--- config.mk ---
export PLATFORM = sky130hd
export DESIGN_NAME = execute_stage_flat
export DESIGN_NICKNAME = d
export VERILOG_FILES = /design/src/rtl/execute_stage_if.sv /design/src/rtl/execute_stage.sv /design/src/flat_wrapper.sv
export SDC_FILE = /design/constraint.sdc
export NUM_CORES = 1
export LEC_CHECK = 0
export ABC_AREA = 0
export CAP_MARGIN = 40
export CORE_ASPECT_RATIO = 0.75
export CORE_MARGIN = 2
export CORE_UTILIZATION = 24
export CTS_CLUSTER_DIAMETER = 60
export DETAILED_ROUTE_END_ITERATION = 8
export PLACE_DENSITY_LB_ADDON = 0.3
export SYNTH_ARGS = -nofsm -noshare
export SYNTH_HDL_FRONTEND = slang
export SYNTH_SLANG_ARGS = --single-unit
export TNS_END_PERCENT = 100
--- constraint.sdc ---
create_clock -name clk -period 9 [get_ports clk]
set_clock_uncertainty 0.15 [all_clocks]
set_input_delay 1.8 -clock clk [delete_from_list [all_inputs] [get_ports clk]]
set_output_delay 1.8 -clock clk [all_outputs]
set_load 0.1 [all_outputs]
--- src/rtl/execute_stage_if.sv ---
// ID/EX inputs and EX/MEM outputs of the execute stage, grouped as one bundle.
// The master side is the upstream pipeline (or a bench); the slave side is the stage itself.
interface execute_stage_if #(
  parameter int unsigned DATA_W  = 32,
  parameter int unsigned RADDR_W = 5
);

  // ID/EX controls
  logic               RegWriteE;
  logic               ResultSrcE;
  logic               MemWriteE;
  logic               JumpE;
  logic               BranchE;
  logic               ALUSrcE;
  logic [2:0]         ALUControlE;

  // ID/EX data
  logic [DATA_W-1:0]  RD1E;
  logic [DATA_W-1:0]  RD2E;
  logic [DATA_W-1:0]  ImmExtE;
  logic [RADDR_W-1:0] RdE;
  logic [DATA_W-1:0]  PCE;
  logic [DATA_W-1:0]  PCPlus4E;

  // Hazard unit forwarding selects and writeback forwarding source
  logic [1:0]         ForwardAE;
  logic [1:0]         ForwardBE;
  logic [DATA_W-1:0]  ResultW;

  // Combinational redirect back to fetch
  logic               PCSrcE;
  logic [DATA_W-1:0]  PCTargetE;

  // EX/MEM registered fields
  logic               RegWriteM;
  logic               ResultSrcM;
  logic               MemWriteM;
  logic [RADDR_W-1:0] RDM;
  logic [DATA_W-1:0]  PCPlus4M;
  logic [DATA_W-1:0]  WriteDataM;
  logic [DATA_W-1:0]  ALUResultM;

  modport master (
    output RegWriteE, ResultSrcE, MemWriteE, JumpE, BranchE, ALUSrcE, ALUControlE,
    output RD1E, RD2E, ImmExtE, RdE, PCE, PCPlus4E,
    output ForwardAE, ForwardBE, ResultW,
    input  PCSrcE, PCTargetE,
    input  RegWriteM, ResultSrcM, MemWriteM, RDM, PCPlus4M, WriteDataM, ALUResultM
  );

  modport slave (
    input  RegWriteE, ResultSrcE, MemWriteE, JumpE, BranchE, ALUSrcE, ALUControlE,
    input  RD1E, RD2E, ImmExtE, RdE, PCE, PCPlus4E,
    input  ForwardAE, ForwardBE, ResultW,
    output PCSrcE, PCTargetE,
    output RegWriteM, ResultSrcM, MemWriteM, RDM, PCPlus4M, WriteDataM, ALUResultM
  );

endinterface

--- src/rtl/execute_stage.sv ---
// EX stage of the 5-stage RV32I pipeline: operand forwarding, ALU, branch/jump resolution and
// branch target. The redirect (PCSrcE/PCTargetE) is combinational; EX/MEM fields are registered.
module execute_stage #(
  parameter int unsigned DATA_W  = 32,
  parameter int unsigned RADDR_W = 5
) (
  input logic           clk,
  input logic           rst,
  execute_stage_if.slave bus
);

  typedef enum logic [1:0] {
    FwdReg    = 2'b00,
    FwdResW   = 2'b01,
    FwdAluM   = 2'b10,
    FwdRsvd   = 2'b11
  } fwd_sel_e;

  typedef enum logic [2:0] {
    AluAdd = 3'b000,
    AluSub = 3'b001,
    AluAnd = 3'b010,
    AluOr  = 3'b011,
    AluSlt = 3'b101
  } alu_op_e;

  logic [DATA_W-1:0]  src_a;
  logic [DATA_W-1:0]  fwd_b;
  logic [DATA_W-1:0]  src_b;
  logic [DATA_W-1:0]  alu_result;
  logic               alu_zero;

  logic               reg_write_q;
  logic               result_src_q;
  logic               mem_write_q;
  logic [RADDR_W-1:0] rd_q;
  logic [DATA_W-1:0]  pc_plus4_q;
  logic [DATA_W-1:0]  write_data_q;
  logic [DATA_W-1:0]  alu_result_q;

  // Forwarding muxes; the reserved select falls back to register data.
  always_comb begin
    src_a = bus.RD1E;
    fwd_b = bus.RD2E;
    case (fwd_sel_e'(bus.ForwardAE))
      FwdResW: src_a = bus.ResultW;
      FwdAluM: src_a = alu_result_q;
      default: src_a = bus.RD1E;
    endcase
    case (fwd_sel_e'(bus.ForwardBE))
      FwdResW: fwd_b = bus.ResultW;
      FwdAluM: fwd_b = alu_result_q;
      default: fwd_b = bus.RD2E;
    endcase
  end

  assign src_b = bus.ALUSrcE ? bus.ImmExtE : fwd_b;

  // ALU; add/sub wrap naturally, undefined opcodes yield zero.
  always_comb begin
    alu_result = '0;
    case (alu_op_e'(bus.ALUControlE))
      AluAdd:  alu_result = src_a + src_b;
      AluSub:  alu_result = src_a - src_b;
      AluAnd:  alu_result = src_a & src_b;
      AluOr:   alu_result = src_a | src_b;
      AluSlt:  alu_result = {{(DATA_W-1){1'b0}}, ($signed(src_a) < $signed(src_b))};
      default: alu_result = '0;
    endcase
  end

  assign alu_zero      = (alu_result == '0);
  assign bus.PCSrcE    = bus.JumpE | (bus.BranchE & alu_zero);
  assign bus.PCTargetE = bus.PCE + bus.ImmExtE;

  // EX/MEM pipeline register: no enable, flushes arrive as zeroed controls.
  always_ff @(posedge clk or negedge rst) begin
    if (!rst) begin
      reg_write_q  <= 1'b0;
      result_src_q <= 1'b0;
      mem_write_q  <= 1'b0;
      rd_q         <= '0;
      pc_plus4_q   <= '0;
      write_data_q <= '0;
      alu_result_q <= '0;
    end else begin
      reg_write_q  <= bus.RegWriteE;
      result_src_q <= bus.ResultSrcE;
      mem_write_q  <= bus.MemWriteE;
      rd_q         <= bus.RdE;
      pc_plus4_q   <= bus.PCPlus4E;
      write_data_q <= fwd_b;
      alu_result_q <= alu_result;
    end
  end

  assign bus.RegWriteM  = reg_write_q;
  assign bus.ResultSrcM = result_src_q;
  assign bus.MemWriteM  = mem_write_q;
  assign bus.RDM        = rd_q;
  assign bus.PCPlus4M   = pc_plus4_q;
  assign bus.WriteDataM = write_data_q;
  assign bus.ALUResultM = alu_result_q;

endmodule
--- src/flat_wrapper.sv ---
// flat-port wrapper written by rule: the top's interface ports become plain ports
module execute_stage_flat 
#(
  parameter int unsigned DATA_W  = 32,
  parameter int unsigned RADDR_W = 5
)
  (clk, rst, bus_RegWriteE, bus_ResultSrcE, bus_MemWriteE, bus_JumpE, bus_BranchE, bus_ALUSrcE, bus_ALUControlE, bus_RD1E, bus_RD2E, bus_ImmExtE, bus_RdE, bus_PCE, bus_PCPlus4E, bus_ForwardAE, bus_ForwardBE, bus_ResultW, bus_PCSrcE, bus_PCTargetE, bus_RegWriteM, bus_ResultSrcM, bus_MemWriteM, bus_RDM, bus_PCPlus4M, bus_WriteDataM, bus_ALUResultM);
  execute_stage_if #(.DATA_W(DATA_W), .RADDR_W(RADDR_W)) bus_i ();
  input logic clk;
  input logic rst;
  input wire logic [$bits(bus_i.RegWriteE)-1:0] bus_RegWriteE;
  input wire logic [$bits(bus_i.ResultSrcE)-1:0] bus_ResultSrcE;
  input wire logic [$bits(bus_i.MemWriteE)-1:0] bus_MemWriteE;
  input wire logic [$bits(bus_i.JumpE)-1:0] bus_JumpE;
  input wire logic [$bits(bus_i.BranchE)-1:0] bus_BranchE;
  input wire logic [$bits(bus_i.ALUSrcE)-1:0] bus_ALUSrcE;
  input wire logic [$bits(bus_i.ALUControlE)-1:0] bus_ALUControlE;
  input wire logic [$bits(bus_i.RD1E)-1:0] bus_RD1E;
  input wire logic [$bits(bus_i.RD2E)-1:0] bus_RD2E;
  input wire logic [$bits(bus_i.ImmExtE)-1:0] bus_ImmExtE;
  input wire logic [$bits(bus_i.RdE)-1:0] bus_RdE;
  input wire logic [$bits(bus_i.PCE)-1:0] bus_PCE;
  input wire logic [$bits(bus_i.PCPlus4E)-1:0] bus_PCPlus4E;
  input wire logic [$bits(bus_i.ForwardAE)-1:0] bus_ForwardAE;
  input wire logic [$bits(bus_i.ForwardBE)-1:0] bus_ForwardBE;
  input wire logic [$bits(bus_i.ResultW)-1:0] bus_ResultW;
  output wire logic [$bits(bus_i.PCSrcE)-1:0] bus_PCSrcE;
  output wire logic [$bits(bus_i.PCTargetE)-1:0] bus_PCTargetE;
  output wire logic [$bits(bus_i.RegWriteM)-1:0] bus_RegWriteM;
  output wire logic [$bits(bus_i.ResultSrcM)-1:0] bus_ResultSrcM;
  output wire logic [$bits(bus_i.MemWriteM)-1:0] bus_MemWriteM;
  output wire logic [$bits(bus_i.RDM)-1:0] bus_RDM;
  output wire logic [$bits(bus_i.PCPlus4M)-1:0] bus_PCPlus4M;
  output wire logic [$bits(bus_i.WriteDataM)-1:0] bus_WriteDataM;
  output wire logic [$bits(bus_i.ALUResultM)-1:0] bus_ALUResultM;
  assign bus_i.RegWriteE = bus_RegWriteE;
  assign bus_i.ResultSrcE = bus_ResultSrcE;
  assign bus_i.MemWriteE = bus_MemWriteE;
  assign bus_i.JumpE = bus_JumpE;
  assign bus_i.BranchE = bus_BranchE;
  assign bus_i.ALUSrcE = bus_ALUSrcE;
  assign bus_i.ALUControlE = bus_ALUControlE;
  assign bus_i.RD1E = bus_RD1E;
  assign bus_i.RD2E = bus_RD2E;
  assign bus_i.ImmExtE = bus_ImmExtE;
  assign bus_i.RdE = bus_RdE;
  assign bus_i.PCE = bus_PCE;
  assign bus_i.PCPlus4E = bus_PCPlus4E;
  assign bus_i.ForwardAE = bus_ForwardAE;
  assign bus_i.ForwardBE = bus_ForwardBE;
  assign bus_i.ResultW = bus_ResultW;
  assign bus_PCSrcE = bus_i.PCSrcE;
  assign bus_PCTargetE = bus_i.PCTargetE;
  assign bus_RegWriteM = bus_i.RegWriteM;
  assign bus_ResultSrcM = bus_i.ResultSrcM;
  assign bus_MemWriteM = bus_i.MemWriteM;
  assign bus_RDM = bus_i.RDM;
  assign bus_PCPlus4M = bus_i.PCPlus4M;
  assign bus_WriteDataM = bus_i.WriteDataM;
  assign bus_ALUResultM = bus_i.ALUResultM;
  execute_stage #(.DATA_W(DATA_W), .RADDR_W(RADDR_W)) u_core (.clk(clk), .rst(rst), .bus(bus_i));
endmodule
==> flow_summary.ini <==
[global_routing]
grt_pass1_wl_mm = 85.5
grt_max_degree = 94
grt_usage = 0.232
antenna_found_initial = 1
grt_overflow_total = 0
grt_pass1_vias = 14000

[routing]
wire_per_inst_um = 20.7
route.detailed.drc = 0
ant_nets = 0
first_pass_iters = 6
routed_wl_mm = 57.2
drtIter0Drc = 1201
routed_via_density = 5.11
via_count = 14100

[floorplanning]
coreArea_um2 = 45700
io_pins = 349
die_h_um = 190
die_area_um2 = 47800
die_w_um = 252
start_util = 0.242
rows = 68

[logic_synthesis]
synth_area_um2 = 11000
avgSynthCellArea_um2 = 7.68
synth-seq-cells = 104
synth_cells = 1438
yosysTopAreaCell = dfrtp_1
seq_area_frac_synth = 0.236
synth_top_flop_cell = dfrtp_1
async_reset_ff_frac = 1.00
synth.area.top_cells = dfrtp_1 (24%), ha_1 (15%), a21oi_1 (5.5%), o21ai_0 (5.0%), inv_1 (5.0%)
synth_common_cells = inv_1 (146), ha_1 (131), a21oi_1 (121)
ys_types = 85
synth_edf_count = 0
postSynthNetCount = 1784
synth_most_common_cell = inv_1
synth_top_area_share = 0.236
yosysWarnings = 0

[cts]
insertion_delay_ps = 380
cts_max_path_buffers = 2
htreeDepth = 3
clk_pin_slew_ps = 80
cts_root_buf = clkbuf_16
cts.sinks = 104
cts_hold_buf = 0
cts_made_buffers = 9
cts_tree = built

[worst_setup_path]
cp_data_required_time_ps = 7050
cp-startpoint = bus_ForwardAE[0]
worstSetupPathType = primary input to output port
r2r_start = u_core.bus.ALUResultM[2]
crit_path_end_kind = output port
reg2reg_slack_ps = 4570
cp_max_fo = 3
cp.arrival_ps = 6920
crit_path_start_kind = primary input

[cells_and_area]
nets = 2510
multi_input_area_um2 = 7900
area_growth_pct = 86.5
drive_above_1_share = 0.259
final-seq-area_um2 = 2600
fill_cells = 4374
num_antenna_cells = 0

[placed_design]
dpl.hpwl_mm = 47.4
gp_congestion = 0.948
io_buffers = 348

[sta]
finalCriticalPeriod_ps = 8870
fin_tns_setup_ps = 0
fin_crit_sh = 0.986
hold_violations = 0
final_max_slew_viol_count = 0
setup_viol = 0
tightest_slew_ps = 891
fmax_ghz = 0.113
rsz0062_at_grt = no
max-slew-margin-rel = 0.406

[min_path]
hold_start = u_core.bus.ALUResultM[24]
hp-class = register to register

[power_and_ir_drop]
p_total_uw = 3480
p_per_area_nw_per_um2 = 169
irDropWorstVdd_uv = 111
leakagePower_uw = 0.00943

[run]
drv_cap = 0

[status]
status = completed
-- sequential cells by signal (all words and copies together) (netlist names) --
| name | cells |
|---|---|
| u_core.bus.PCPlus4M | 32 |
| u_core.bus.MemWriteM | 1 |
| u_core.bus.WriteDataM | 32 |
| u_core.bus.RegWriteM | 1 |
| u_core.bus.RDM | 5 |
| u_core.bus.ALUResultM | 32 |
| u_core.bus.ResultSrcM | 1 |
-- power breakdown --
part           leakage [uW]  switching, uW  internal (uW)
Combinational       0.00801           1450           1050
Sequential          0.00128           41.0            518
Clock              0.000144            219            203
-- metrics by stage --
| step | instance area (um^2) | util | hold WS (ps) | cells | worst slack, ps |
|---|---|---|---|---|---|
| 6_report | 20600 | 0.451 | 565 | 2764 | 129 |
| 5_1_grt | 20600 | 0.451 | 611 | 2764 | 4.17 |
| 4_1_cts | 20200 | 0.443 | 566 | 2755 | 2.97 |
| 3_5_place_dp | 19800 | 0.433 | 541 | 2737 | -507 |
| 3_3_place_gp | 17300 | 0.378 | 535 | 2610 | -410 |
| 2_1_floorplan | 11100 | - | 1110 | 1438 | 209 |
-- repair_timing --
item / CTS / global route
setup buffers: 2 / 6
endpoints found under the setup margin: 1 / 1
pin swaps: 9 / 17
gates cloned: 0 / 3
gates resized for setup: 38 / 64
-- critical path, stage by stage --
cell             delay [ps]
clkdlybuf4s50_1         490
ha_1                    220
a22oi_1                 130
o21ai_0                 300
ha_2                    270
inv_1                    60
fa_2                    420
nor2b_4                 180
o221ai_4                140
a211oi_2                210
nor3_1                   70
o32a_1                  330
or4_1                   540
or4b_1                  480
a211o_1                 330
nor4_4                  340
nand4b_1                210
o21bai_4                200
buf_12                  190
-- cell type report --
| type | instances | share of cell area |
|---|---|---|
| Clock buffer | 10 | 0.0116 |
| Clock inverter | 6 | 0.00273 |
| Timing Repair Buffer | 797 | 0.413 |
| Inverter | 146 | 0.0266 |
| Sequential cell | 104 | 0.126 |
| Tap cell | 595 | 0.0361 |
| Multi-Input combinational cell | 1106 | 0.383 |
-- placed cells by master (no fill, tap or decap), drive strengths merged, types with 13 or more instances in the layout --
master / count
nor3: 32
buf: 459
a211oi: 20
and3: 15
nor2: 111
nand2b: 17
nand2: 119
inv: 151
nand3: 19
a31oi: 13
a22oi: 66
o21bai: 17
o21ai: 111
nand4: 15
xnor2: 37
a21oi: 122
clkdlybuf4s50: 332
clkbuf: 13
ha: 131
dfrtp: 104
o211ai: 19
a21o: 36
o21a: 19
-- path summary, 6_finish.rpt --
path | end | cells past startpoint
worst max-delay path | bus_PCSrcE | 19
worst min-delay path | u_core.bus.WriteDataM[24] | 4
worst max register to register | u_core.bus.ALUResultM[27] | 21
worst min register to register | u_core.bus.WriteDataM[24] | 4
max in group asynchronous | u_core.bus.PCPlus4M[21] | 2
min in group asynchronous | u_core.bus.WriteDataM[23] | 1
-- cell families after synthesis --
kind of cell             Yosys count  synth area share
XOR/XNOR                          45            0.0357
AND/OR/NAND/NOR                  394             0.171
multiplexers                       9           0.00941
AO/OA/AOI/OAI                    524             0.315
adder cells (fa/ha/maj)          134             0.154
flip-flops                       104             0.236
buffers and inverters            228            0.0797
-- metal layers --
| metal | track usage | share of wire | vias up | wire, um |
|---|---|---|---|---|
| li1 | - | - | 6629 | - |
| met1 | 0.335 | 0.46 | 6853 | 26300 |
| met2 | 0.355 | 0.44 | 586 | 25100 |
| met3 | 0.0486 | 0.086 | 60 | 4950 |
| met4 | 0.0478 | 0.015 | 2 | 868 |
| met5 | 0 | 0.00023 | - | 13 |
(Power assumes the default switching activity.)
